### src/rtl/seg_scan_scroller.sv
// Seven-segment scan driver: snapshots a pattern buffer on load and multiplexes a
// (optionally scrolling, optionally blinking) window of it onto NUM_DIGITS digits.
module seg_scan_scroller #(
  parameter int NUM_DIGITS    = 8,
  parameter int BUF_LEN       = 12,
  parameter int SCAN_DIV      = 2,
  parameter int BLINK_FRAMES  = 2,
  parameter int SCROLL_FRAMES = 1,
  localparam int PW = (BUF_LEN > 1) ? $clog2(BUF_LEN) : 1
) (
  input  logic                    EGO1_Clock,
  input  logic                    reset,
  input  logic                    load,
  input  logic [8*BUF_LEN-1:0]    digits_in,
  input  logic                    mode,
  input  logic [NUM_DIGITS-1:0]   blink_mask,
  output logic [NUM_DIGITS-1:0]   seg_en,
  output logic [15:0]             seg_out,
  output logic [PW-1:0]           scroll_pos,
  output logic                    frame_done
);

  localparam int PS_W = (SCAN_DIV > 1)      ? $clog2(SCAN_DIV)      : 1;
  localparam int SI_W = (NUM_DIGITS > 1)    ? $clog2(NUM_DIGITS)    : 1;
  localparam int BC_W = (BLINK_FRAMES > 1)  ? $clog2(BLINK_FRAMES)  : 1;
  localparam int SC_W = (SCROLL_FRAMES > 1) ? $clog2(SCROLL_FRAMES) : 1;

  logic [PS_W-1:0]       presc_q, presc_d;
  logic [SI_W-1:0]       scan_idx_q, scan_idx_d;
  logic [7:0]            buf_q [BUF_LEN];
  logic [7:0]            buf_d [BUF_LEN];
  logic [PW-1:0]         scroll_pos_q, scroll_pos_d;
  logic [SC_W-1:0]       scroll_cnt_q, scroll_cnt_d;
  logic                  blink_phase_q, blink_phase_d;
  logic [BC_W-1:0]       blink_cnt_q, blink_cnt_d;
  logic [NUM_DIGITS-1:0] seg_en_q, seg_en_d;
  logic [15:0]           seg_out_q, seg_out_d;
  logic                  frame_done_q, frame_done_d;

  logic                  tick;
  logic                  frame_end;
  logic [PW:0]           entry_sum;
  logic [PW-1:0]         entry;
  logic [SI_W-1:0]       slot_bit;
  logic [7:0]            pat;

  always_comb begin
    presc_d       = presc_q;
    scan_idx_d    = scan_idx_q;
    buf_d         = buf_q;
    scroll_pos_d  = scroll_pos_q;
    scroll_cnt_d  = scroll_cnt_q;
    blink_phase_d = blink_phase_q;
    blink_cnt_d   = blink_cnt_q;
    seg_en_d      = '0;

    tick      = (presc_q == PS_W'(SCAN_DIV - 1));
    frame_end = tick && (scan_idx_q == SI_W'(NUM_DIGITS - 1));

    if (tick) begin
      presc_d    = '0;
      scan_idx_d = frame_end ? '0 : scan_idx_q + 1'b1;
    end else begin
      presc_d = presc_q + 1'b1;
    end

    if (frame_end) begin
      if (blink_cnt_q == BC_W'(BLINK_FRAMES - 1)) begin
        blink_cnt_d   = '0;
        blink_phase_d = ~blink_phase_q;
      end else begin
        blink_cnt_d = blink_cnt_q + 1'b1;
      end
    end

    // Load outranks a coincident scroll step; mode 0 pins the window at entry 0.
    if (load) begin
      for (int k = 0; k < BUF_LEN; k++) buf_d[k] = digits_in[8*k +: 8];
      scroll_pos_d = '0;
      scroll_cnt_d = '0;
    end else if (!mode) begin
      scroll_pos_d = '0;
      scroll_cnt_d = '0;
    end else if (frame_end) begin
      if (scroll_cnt_q == SC_W'(SCROLL_FRAMES - 1)) begin
        scroll_cnt_d = '0;
        scroll_pos_d = (scroll_pos_q == PW'(BUF_LEN - 1)) ? '0 : scroll_pos_q + 1'b1;
      end else begin
        scroll_cnt_d = scroll_cnt_q + 1'b1;
      end
    end

    // Window start plus slot is below 2*BUF_LEN, so one subtract wraps it.
    entry_sum = {1'b0, scroll_pos_q} + (PW+1)'(scan_idx_q);
    if (entry_sum >= (PW+1)'(BUF_LEN)) entry_sum = entry_sum - (PW+1)'(BUF_LEN);
    entry = entry_sum[PW-1:0];

    slot_bit = SI_W'(NUM_DIGITS - 1) - scan_idx_q;
    pat      = (blink_phase_q && blink_mask[slot_bit]) ? 8'h00 : buf_q[entry];

    seg_en_d[slot_bit] = 1'b1;
    seg_out_d          = {pat, pat};
    frame_done_d       = frame_end;
  end

  always_ff @(posedge EGO1_Clock) begin
    if (reset) begin
      presc_q       <= '0;
      scan_idx_q    <= '0;
      for (int k = 0; k < BUF_LEN; k++) buf_q[k] <= 8'h00;
      scroll_pos_q  <= '0;
      scroll_cnt_q  <= '0;
      blink_phase_q <= 1'b0;
      blink_cnt_q   <= '0;
      seg_en_q      <= '0;
      seg_out_q     <= '0;
      frame_done_q  <= 1'b0;
    end else begin
      presc_q       <= presc_d;
      scan_idx_q    <= scan_idx_d;
      buf_q         <= buf_d;
      scroll_pos_q  <= scroll_pos_d;
      scroll_cnt_q  <= scroll_cnt_d;
      blink_phase_q <= blink_phase_d;
      blink_cnt_q   <= blink_cnt_d;
      seg_en_q      <= seg_en_d;
      seg_out_q     <= seg_out_d;
      frame_done_q  <= frame_done_d;
    end
  end

  assign seg_en     = seg_en_q;
  assign seg_out    = seg_out_q;
  assign scroll_pos = scroll_pos_q;
  assign frame_done = frame_done_q;

endmodule

### config.mk
export PLATFORM = sky130hd
export DESIGN_NAME = seg_scan_scroller
export DESIGN_NICKNAME = d
export VERILOG_FILES = /design/src/rtl/seg_scan_scroller.sv
export SDC_FILE = /design/constraint.sdc
export NUM_CORES = 1
export LEC_CHECK = 0
export CAP_MARGIN = 20
export CORE_MARGIN = 2
export CORE_UTILIZATION = 35
export CTS_CLUSTER_SIZE = 30
export DETAILED_ROUTE_END_ITERATION = 12
export GPL_ROUTABILITY_DRIVEN = 0
export PLACE_DENSITY_LB_ADDON = 0.15
export SLEW_MARGIN = 20
export SYNTH_ARGS = -nofsm -noshare
export SYNTH_HDL_FRONTEND = slang
export SYNTH_SLANG_ARGS = --single-unit
### constraint.sdc
create_clock -name EGO1_Clock -period 4.7 [get_ports EGO1_Clock]
set_clock_uncertainty 0.1 [all_clocks]
set_input_delay 0.94 -clock EGO1_Clock [delete_from_list [all_inputs] [get_ports EGO1_Clock]]
set_output_delay 0.94 -clock EGO1_Clock [all_outputs]
set_load 0.005 [all_outputs]
==> results of run 1 <==
where the power goes:
group / switching [W] / internal, W / total [W]
sequential: 0.0000332 / 0.00110 / 0.00113
clock: 0.000418 / 0.000764 / 0.00118
combinational: 0.000120 / 0.000191 / 0.000311
worst reg2reg max path: cells and delay by family (launching register included):
kind | cells | cell delay [ns]
AO/OA/AOI/OAI | 3 | 0.72
XOR/XNOR | 1 | 0.25
AND/OR/NAND/NOR | 1 | 0.17
multiplexers | 1 | 0.19
adder cells (fa/ha/maj) | 3 | 0.84
flip-flops | 1 | 0.54
buffers and inverters | 3 | 0.42
path summary, 6_finish.rpt:
check             cells after the start                  startpoint                     end
hold reg to reg                       2      buf_q[83]$_SDFFE_PP0P_  buf_q[83]$_SDFFE_PP0P_
hold / removal                        2      buf_q[83]$_SDFFE_PP0P_  buf_q[83]$_SDFFE_PP0P_
setup / recovery                     12  scan_idx_q[0]$_SDFFE_PP0P_  seg_out[13]$_SDFF_PP0_
setup reg to reg                     12  scan_idx_q[0]$_SDFFE_PP0P_  seg_out[13]$_SDFF_PP0_
flip-flops by register name (all words and copies together), names as in the netlist:
signal         count
buf_q             96
seg_en             8
seg_out            8
scroll_pos         4
scan_idx_q         3
blink_cnt_q        1
blink_phase_q      1
frame_done         1
presc_q            1
cells in the final DEF (no fill, tap or decap), types with 4 or more instances in the layout:
cell type        Yosys  routed
clkdlybuf4s50_1      0     134
a21oi_1              7       7
buf_4                8       6
clkbuf_16            0      17
dfxtp_1            123     123
mux2i_1            105     105
nor2_1             108     108
inv_1                7       7
nor3_1               7       7
clkbuf_8             0       4
o2bb2ai_1            7       7
nand2_1             14      14
mux4_2              24      24
ha_1                 7       7
layer usage:
layer	routed length, um	global-route usage [%]	up-vias
li1	-	-	1924
met1	5970	20.9	1873
met2	6160	27.6	105
met3	601	4.98	13
met4	114	4.65	0
met5	0	0	-
cell families (layout without fill, tap and decap cells):
logic type | after synthesis | after routing | synth area share [%]
xor+xnor | 4 | 4 | 0.664
buf+inv | 49 | 175 | 4.48
simple gates | 144 | 144 | 11.2
mux | 133 | 133 | 31.6
compound gates | 25 | 25 | 3.39
fa+ha+maj | 8 | 8 | 2.04
flops | 123 | 123 | 46.6
area by class of cell:
class / count / area, um2
Sequential cell: 123 / 2460
Clock inverter: 3 / 40.0
Fill cell: 1339 / 7400
Tap cell: 184 / 230
Timing Repair Buffer: 141 / 1410
Multi-Input combinational cell: 314 / 2580
Clock buffer: 24 / 492
Inverter: 7 / 26.3
metrics by stage:
step	util [%]	total power, W	hold slack [ns]	cells
after floorplan	-	0.00132	0.355	486
after global placement	45.8	0.00146	0.366	769
after detailed placement	45.8	0.00147	0.381	769
after CTS	49.4	0.00266	0.394	796
after global routing	49.4	0.00273	0.409	796
final	49.4	0.00263	0.388	796
==> run_results.csv, run 1 <==
group,metric,value,unit
drt,via_per_inst,4.92,
finish,final_area,7240,um2
pwr,power.density,363,nW/um2
worst_setup_path,cp_slowest_stage_delay,0.54,ns
finish,drive_gt1_share,9.80,%
worst_setup_path,r2r_setup_slack,1.34,ns
global_routing,grt_max_degree,74,
logic_synthesis,yosys.cell_types.count,37,
logic_synthesis,syn_nets,602,
clocking,h-tree-depth,4,
placed_design,placed_area,6710,um2
logic_synthesis,ys_seq_area_share,46.6,%
timing,relSlewSlack,48.2,%
timing,period_share,71.4,%
global_routing,grt_pass1_vias,3914,
logic_synthesis,synthCells,486,
floorplanning,rows,44,
logic_synthesis,syn_area,5280,um2
timing,fin_ws,1.34,ns
timing,setup_violations,0,
clocking,clk_pin_slew,0.05,ns
worst_setup_path,path_delay_family,"adder cells",
hold_path,min_path_type,"flip-flop to flip-flop",
global_routing,track_usage,16.6,%
timing,min_period,3.36,ns
drt,wirelength,12.8,mm
timing,tns,0,ns
timing,slew_violations,0,
worst_setup_path,critPathBufInv,3,
floorplanning,start_util,36.1,%
clocking,hold_buffers,0,
timing,tightest_slew,0.778,ns
drt,wl_per_cell,16.1,um
drt,vias,3915,
drt,drt_iter0_drc,215,
logic_synthesis,async_reset_ff_share,0,%
global_routing,grt_pass1_wl,20.6,mm
floorplanning,fp.dieH,127,um
timing,fmax,298,MHz
global_routing,overflow,0,
placed_design,hpwlAfterDp,9.23,mm
drt,ant_nets,0,
finish,areaGrowthSynthToFinish,37.1,%
floorplanning,die_x,127,um
placed_design,pre_cts_ws,1.36,ns
worst_setup_path,crit_type,"flip-flop to flip-flop",
logic_synthesis,synth.most_common_cell,"dfxtp_1",
job,drv_cap,0,
clocking,cts-root-buf,"clkbuf_16",
drt,first_pass_iters,4,
logic_synthesis,syn_area_per_cell,10.9,um2
worst_setup_path,crit_chain,"ha_1, inv_1, fa_2, xor2_1, inv_1, ha_1, nand3b_1, a31oi_1, a31oi_1, buf_4, mux2i_1, o2bb2ai_1",
worst_setup_path,cp_max_fo,11,
clocking,cts.path.max_buffers,2,
finish,n_antenna_cell,0,
clocking,clk_latency,0.41,ns
placed_design,numPortBuffers,136,
pwr,p_leak,3.00,nW
logic_synthesis,synthTopCellsByCount,"123 x dfxtp_1, 108 x nor2_1, 105 x mux2i_1",
floorplanning,core_area,14600,um2
logic_synthesis,synth_top_area_share,46.6,%
worst_setup_path,endpoint_kind,"flip-flop",
timing,hold_violations,0,
global_routing,antenna_found_initial,0,
clocking,cts_tree,"done",
logic_synthesis,ys.flop_type,"dfxtp_1",
pwr,ir_worst_vdd,0.000225,V
worst_setup_path,cp-start-kind,"flip-flop",
floorplanning,dieArea,16100,um2
logic_synthesis,ys_warn_count,0,
timing,grt_setup_unrepaired,"false",
worst_setup_path,cp_data_arrival_time,3.54,ns
logic_synthesis,synth_area_leader_cell,"dfxtp_1",
floorplanning,boundaryPins,137,
clocking,ctsResizeCount,0,
clocking,clock_sinks,123,
worst_setup_path,crit_path_top_delay_cell,"dfxtp_1",
clocking,cts_made_buffers,17,
drt,drc_errors,0,
logic_synthesis,ys_seq_elements,123,
finish,nNetsFinal,720,
worst_setup_path,crit_required,4.89,ns
logic_synthesis,synthTopCellsByArea,"dfxtp_1 47%, mux2i_1 20%, mux4_2 10%, nor2_1 7.7%, ha_1 1.7%",
clocking,cts_setup_buffers,0,
status,outcome,"complete, no violations",
logic_synthesis,synth_edf_count,0,
No activity file was read; power rests on OpenSTA's default activity.
==> run 2, diff against run 1 <==
- clock period: 4.7 -> 2.9 ns (I/O delays scaled with it)
==> run 2 against run 1 <==
  * Critical path depth decreased by 1
  * First-iteration DRC count decreased by 27%
  * Die area unchanged
  * Non-clock buffer count increased by 15
  * Clock power increased by 75%
  * Final cell count increased by 2.5%
  * Worst hold slack about the same
  * Sequential share of layout area decreased by 0.95 points
  * Combinational power increased by 68%
  * Critical path type unchanged
==> run_results.csv, run 2 (synthesis results as in run 1) <==
group,metric,value,unit
finish,layout_commonest_cell,"clkdlybuf4s50_1",
worst_setup_path,cp_data_arrival_time,3.02,ns
worst_setup_path,path_common_cell,"ha_1",
timing,hold_violations,0,
drt,wl_per_cell,16.0,um
timing,whs,0.387,ns
clocking,cts-root-buf,"clkbuf_16",
floorplanning,dieArea,16100,um2
global_routing,met2_usage,28.7,%
worst_setup_path,crit_required,3.11,ns
floorplanning,boundaryPins,137,
finish,drive_gt1_share,13.8,%
timing,min_period,2.81,ns
global_routing,overflow,0,
drt,wirelength,13.1,mm
clocking,clk_pin_slew,0.05,ns
hold_path,hold_end,"buf_q[68]$_SDFFE_PP0P_",
pwr,p_seq_share,41.5,%
timing,fmax,356,MHz
finish,nNetsFinal,735,
hold_path,min-delay-start,"buf_q[68]$_SDFFE_PP0P_",
finish,areaGrowthSynthToFinish,41.3,%
pwr,power.density,593,nW/um2
timing,slew_violations,0,
finish,largest-register,"buf_q",
pwr,power_frac_comb,11.8,%
pwr,p_leak,3.11,nW
global_routing,grt_pass1_vias,4177,
clocking,cts_tree,"done",
worst_setup_path,r2r_end,"seg_out[14]$_SDFF_PP0_",
floorplanning,fp.dieH,127,um
worst_setup_path,crit_type,"flip-flop to flip-flop",
finish,final_cell_mix,"134 x clkdlybuf4s50_1, 120 x dfxtp_1, 108 x nor2_1",
floorplanning,die_x,127,um
clocking,h-tree-depth,4,
job,drv_cap,0,
global_routing,top_usage_layer,"met2",
finish,post-route-util,50.9,%
drt,drc_errors,0,
worst_setup_path,cp_max_fo,6,
global_routing,use_met1,20.8,%
timing,setup_violations,0,
global_routing,met3_usage,5.19,%
hold_path,min_path_type,"flip-flop to flip-flop",
worst_setup_path,crit_path_top_delay_cell,"dfxtp_2",
clocking,clock_sinks,123,
clocking,cts_made_buffers,17,
timing,tightest_slew,0.593,ns
placed_design,hpwlAfterDp,9.73,mm
timing,period_share,96.9,%
drt,vias,3925,
pwr,internal-power,0.00346,W
timing,relSlewSlack,60.5,%
floorplanning,start_util,36.1,%
finish,stdcell_count,816,
drt,drt_iter0_drc,157,
worst_setup_path,cp-startpoint,"scroll_pos[1]$_SDFFE_PP0P_",
hold_path,whs_path_depth,2,
floorplanning,core_area,14600,um2
finish,n_antenna_cell,0,
drt,via_per_inst,4.81,
finish,fillCellCount,1309,
global_routing,grt_max_degree,74,
placed_design,place_inst,783,
placed_design,numPortBuffers,136,
global_routing,grt_pass1_wl,21.2,mm
worst_setup_path,r2r_cells,11,
global_routing,antenna_found_initial,0,
clocking,cts.path.max_buffers,2,
drt,first_pass_iters,4,
floorplanning,rows,44,
finish,largest_reg_flops,96,
pwr,swShare,21.8,%
global_routing,track_usage,17.1,%
pwr,switchingPower,0.000965,W
worst_setup_path,r2r_setup_slack,0.09,ns
pwr,ir_worst_vdd,0.000433,V
worst_setup_path,cp-start-kind,"flip-flop",
status,outcome,"complete, no violations",
clocking,clk_latency,0.41,ns
worst_setup_path,cp_slowest_stage_delay,0.34,ns
worst_setup_path,crit_chain,"ha_1, a21o_1, a21oi_1, xnor2_1, ha_1, nand3b_1, buf_4, o221a_4, nand2_2, mux2_2, o211a_1",
pwr,power_frac_clock,46.7,%
worst_setup_path,regToRegStartpoint,"scroll_pos[1]$_SDFFE_PP0P_",
worst_setup_path,endpoint_kind,"flip-flop",
drt,ant_nets,0,
[run 2: cell count changes in the layout (fill, tap and decap cells not counted), moves of 2 or more]
| cell | change |
|---|---|
| buf_4 | +13 |
| dfxtp_1 | -3 |
| dfxtp_2 | +3 |
| buf_12 | +2 |
| clkinv_2 | +2 |
[run 2: through the flow]
step           instance area [um2]  power [W]  setup TNS, ns  setup WS [ns]
2_1_floorplan                 5280    0.00214              0         0.0746
3_3_place_gp                  6840    0.00239              0          0.211
3_5_place_dp                  6840    0.00240              0          0.117
4_1_cts                       7420    0.00448              0          0.103
5_1_grt                       7460    0.00461        -0.0321        -0.0321
6_report                      7460    0.00442              0         0.0893
[run 2: worst max-delay path: cells and delay by family (launching register included)]
| family | cells | cell delay (ns) |
|---|---|---|
| xor+xnor | 1 | 0.17 |
| flops | 1 | 0.34 |
| mux | 1 | 0.32 |
| compound gates | 4 | 0.84 |
| fa+ha+maj | 2 | 0.48 |
| buf+inv | 1 | 0.20 |
| simple gates | 2 | 0.24 |
[run 2: how the worst max path moves through the flow]
stage	endpoint	slack, ns	cells past startpoint
4_1_cts	seg_out[11]$_SDFF_PP0_	0.10	11
3_3_place_gp	seg_out[14]$_SDFF_PP0_	0.21	11
6_report	seg_out[14]$_SDFF_PP0_	0.09	11
5_1_grt	seg_out[14]$_SDFF_PP0_	-0.03	12
2_1_floorplan	seg_out[14]$_SDFF_PP0_	0.07	12
3_5_place_dp	seg_out[14]$_SDFF_PP0_	0.12	12
[run 2: what timing repair did]
item | CTS | global route
endpoints found under the hold margin | 0 | 0
hold buffers | 0 | 0
setup endpoints to repair | 0 | 8
buffers inserted | 0 | 1
resized for setup | 0 | 9
[run 2: area by class of cell]
| cell class | instances | area, um2 | area share [%] |
|---|---|---|---|
| Tap cell | 184 | 230 | 3.09 |
| Sequential cell | 123 | 2470 | 33.1 |
| Multi-Input combinational cell | 314 | 2610 | 35.0 |
| Clock buffer | 25 | 495 | 6.64 |
| Clock inverter | 7 | 87.6 | 1.17 |
| Timing Repair Buffer | 156 | 1540 | 20.7 |
| Inverter | 7 | 26.3 | 0.352 |
[run 2: power groups by stage]
stage	Combinational (W)	Clock (W)	Sequential, W
6_report	0.000523	0.00206	0.00183
5_1_grt	0.000570	0.00220	0.00184
4_1_cts	0.000531	0.00212	0.00183
3_5_place_dp	0.000530	0	0.00187
3_3_place_gp	0.000524	0	0.00186
2_1_floorplan	0.000284	0	0.00185
[run 2: layer usage]
layer	wire [um]	up-vias
met5	0	-
met4	195	0
met3	715	20
met2	6410	106
met1	5770	1837
li1	-	1962
==> run 3, diff against run 2 <==
- CORE_UTILIZATION: 35 -> 30
==> run 3 against run 2 <==
  * Total power up 6.3%
  * Register-to-register slack better by 0.03 ns
  * Setup slack better by 0.034 ns
  * Cell area is 1.5% higher
  * Via count down 0.48%
  * Die area up 16%
  * Sequential power is essentially flat
  * Global-route usage down 1.9 points
  * Sequential cell count did not move
  * Critical endpoint unchanged
  * Highest routed layer unchanged
==> run_results.csv, run 3 (synthesis results as in run 1) <==
group,metric,value,unit
global_routing,antenna_found_initial,0,
timing,period_share,95.8,%
global_routing,use_met1,19.2,%
finish,final_cell_mix,"134 x clkdlybuf4s50_1, 121 x dfxtp_1, 108 x nor2_1",
timing,min_period,2.78,ns
placed_design,numPortBuffers,136,
timing,setup_violations,0,
drt,drt_iter0_drc,155,
global_routing,top_usage_layer,"met2",
finish,n_antenna_cell,0,
worst_setup_path,r2r_cells,12,
status,outcome,"complete, no violations",
finish,largest-register,"buf_q",
finish,multi_input_area,2600,um2
finish,fillCellCount,1624,
global_routing,grt_pass1_vias,3956,
timing,fmax,360,MHz
worst_setup_path,cp_slowest_stage_delay,0.40,ns
hold_path,whs_path_depth,2,
clocking,cts_made_buffers,17,
drt,vias,3906,
timing,hold_violations,0,
finish,post-route-util,43.9,%
worst_setup_path,regToRegStartpoint,"scroll_pos[0]$_SDFFE_PP0P_",
drt,wirelength,13.5,mm
drt,drc_errors,0,
floorplanning,fp.dieH,137,um
hold_path,hold_end,"buf_q[22]$_SDFFE_PP0P_",
floorplanning,rows,48,
timing,relSlewSlack,65.6,%
pwr,power.density,621,nW/um2
clocking,cts-root-buf,"clkbuf_16",
finish,regArea,2460,um2
finish,layout_commonest_cell,"clkdlybuf4s50_1",
global_routing,overflow,0,
finish,largest_reg_flops,96,
worst_setup_path,endpoint_kind,"flip-flop",
worst_setup_path,crit_chain,"ha_2, inv_1, fa_2, xor2_2, inv_1, ha_1, nand3b_1, buf_4, o221a_2, nand2_1, mux2_2, o211a_1",
clocking,clock_sinks,123,
floorplanning,dieArea,18700,um2
timing,tns,0,ns
worst_setup_path,path_common_cell,"inv_1",
finish,drive_gt1_share,13.8,%
global_routing,grt_pass1_wl,21.1,mm
hold_path,min_path_type,"flip-flop to flip-flop",
pwr,ir_worst_vdd,0.000406,V
clocking,clk_pin_slew,0.06,ns
clocking,h-tree-depth,4,
worst_setup_path,r2r_setup_slack,0.12,ns
timing,tightest_slew,0.516,ns
global_routing,track_usage,15.1,%
floorplanning,die_x,137,um
pwr,power.total,0.00470,W
drt,first_pass_iters,6,
worst_setup_path,cp_data_arrival_time,2.99,ns
floorplanning,start_util,30.6,%
worst_setup_path,crit_path_top_delay_cell,"fa_2",
finish,areaGrowthSynthToFinish,43.4,%
pwr,p_leak,3.14,nW
hold_path,min-delay-start,"buf_q[22]$_SDFFE_PP0P_",
global_routing,met3_usage,5.30,%
timing,slew_violations,0,
clocking,hold_buffers,0,
floorplanning,core_area,17200,um2
clocking,cts_tree,"done",
worst_setup_path,cp_max_fo,3,
finish,nNetsFinal,734,
global_routing,met2_usage,23.9,%
placed_design,hpwlAfterDp,9.76,mm
clocking,cts.path.max_buffers,2,
worst_setup_path,cp-start-kind,"flip-flop",
worst_setup_path,crit_required,3.11,ns
clocking,clk_latency,0.42,ns
drt,wl_per_cell,15.8,um
job,drv_cap,0,
global_routing,grt_max_degree,72,
worst_setup_path,r2r_end,"seg_out[14]$_SDFF_PP0_",
worst_setup_path,crit_type,"flip-flop to flip-flop",
timing,whs,0.389,ns
drt,via_per_inst,4.56,
floorplanning,boundaryPins,137,
drt,ant_nets,0,
run 3: cell types whose count changed in the layout (fill, tap and decap cells not counted), sizes merged:
cell | before | now
clkinv | 4 | 1
inv | 7 | 8
clkbuf | 25 | 23
bufinv | 2 | 4
buf | 22 | 21
clkinvlp | 1 | 3
run 3: power breakdown:
group / switching [W] / leakage (nW) / internal, W
logic: 0.000202 / 1.81 / 0.000320
clock network: 0.000770 / 0.318 / 0.00158
registers: 0.0000489 / 1.01 / 0.00178
run 3: what timing repair did:
action	in CTS	in global routing
pin swaps	0	2
hold endpoints to repair	0	0
gates resized for setup	1	3
endpoints found under the setup margin	1	8
buffers inserted	0	3
run 3: per-layer routing:
layer	wire length (um)	share of wire, %	vias to the layer above
met4	196	1.5	0
met5	0	0	-
met1	5950	44	1811
met2	6230	46	120
li1	-	-	1960
met3	1110	8.3	15
run 3: through the flow:
stage	setup slack, ns	instance area (um2)	std cells
4_1_cts	0.0317	7550	853
2_1_floorplan	0.0746	5280	486
5_1_grt	-0.0186	7570	856
3_5_place_dp	0.0236	6870	821
6_report	0.123	7570	856
3_3_place_gp	0.149	6870	821
run 3: worst max-delay path by stage:
stage,end,slack [ns],depth (start not counted),startpoint
2_1_floorplan,seg_out[14]$_SDFF_PP0_,0.07,12,scroll_pos[0]$_SDFFE_PP0P_
3_3_place_gp,seg_out[14]$_SDFF_PP0_,0.15,12,scroll_pos[0]$_SDFFE_PP0P_
3_5_place_dp,seg_out[14]$_SDFF_PP0_,0.02,12,scroll_pos[0]$_SDFFE_PP0P_
4_1_cts,seg_out[14]$_SDFF_PP0_,0.03,12,scroll_pos[0]$_SDFFE_PP0P_
5_1_grt,seg_out[14]$_SDFF_PP0_,-0.02,12,scan_idx_q[0]$_SDFFE_PP0P_
6_report,seg_out[14]$_SDFF_PP0_,0.12,12,scroll_pos[0]$_SDFFE_PP0P_
run 3: cell type report:
type | count | share of cell area (%)
clock buffer | 23 | 6.71
clock inverter | 9 | 2.07
inverter | 7 | 0.347
multi-input combinational | 314 | 34.3
sequential | 123 | 32.5
tap | 225 | 3.72
timing repair buffer | 155 | 20.3
run 3: worst max-delay path: cells and delay by family (launching register included):
family | cells | cell delay, ns
mux | 1 | 0.33
buf+inv | 3 | 0.32
fa+ha+maj | 3 | 0.73
simple gates | 2 | 0.20
flops | 1 | 0.33
compound gates | 2 | 0.48
xor+xnor | 1 | 0.17
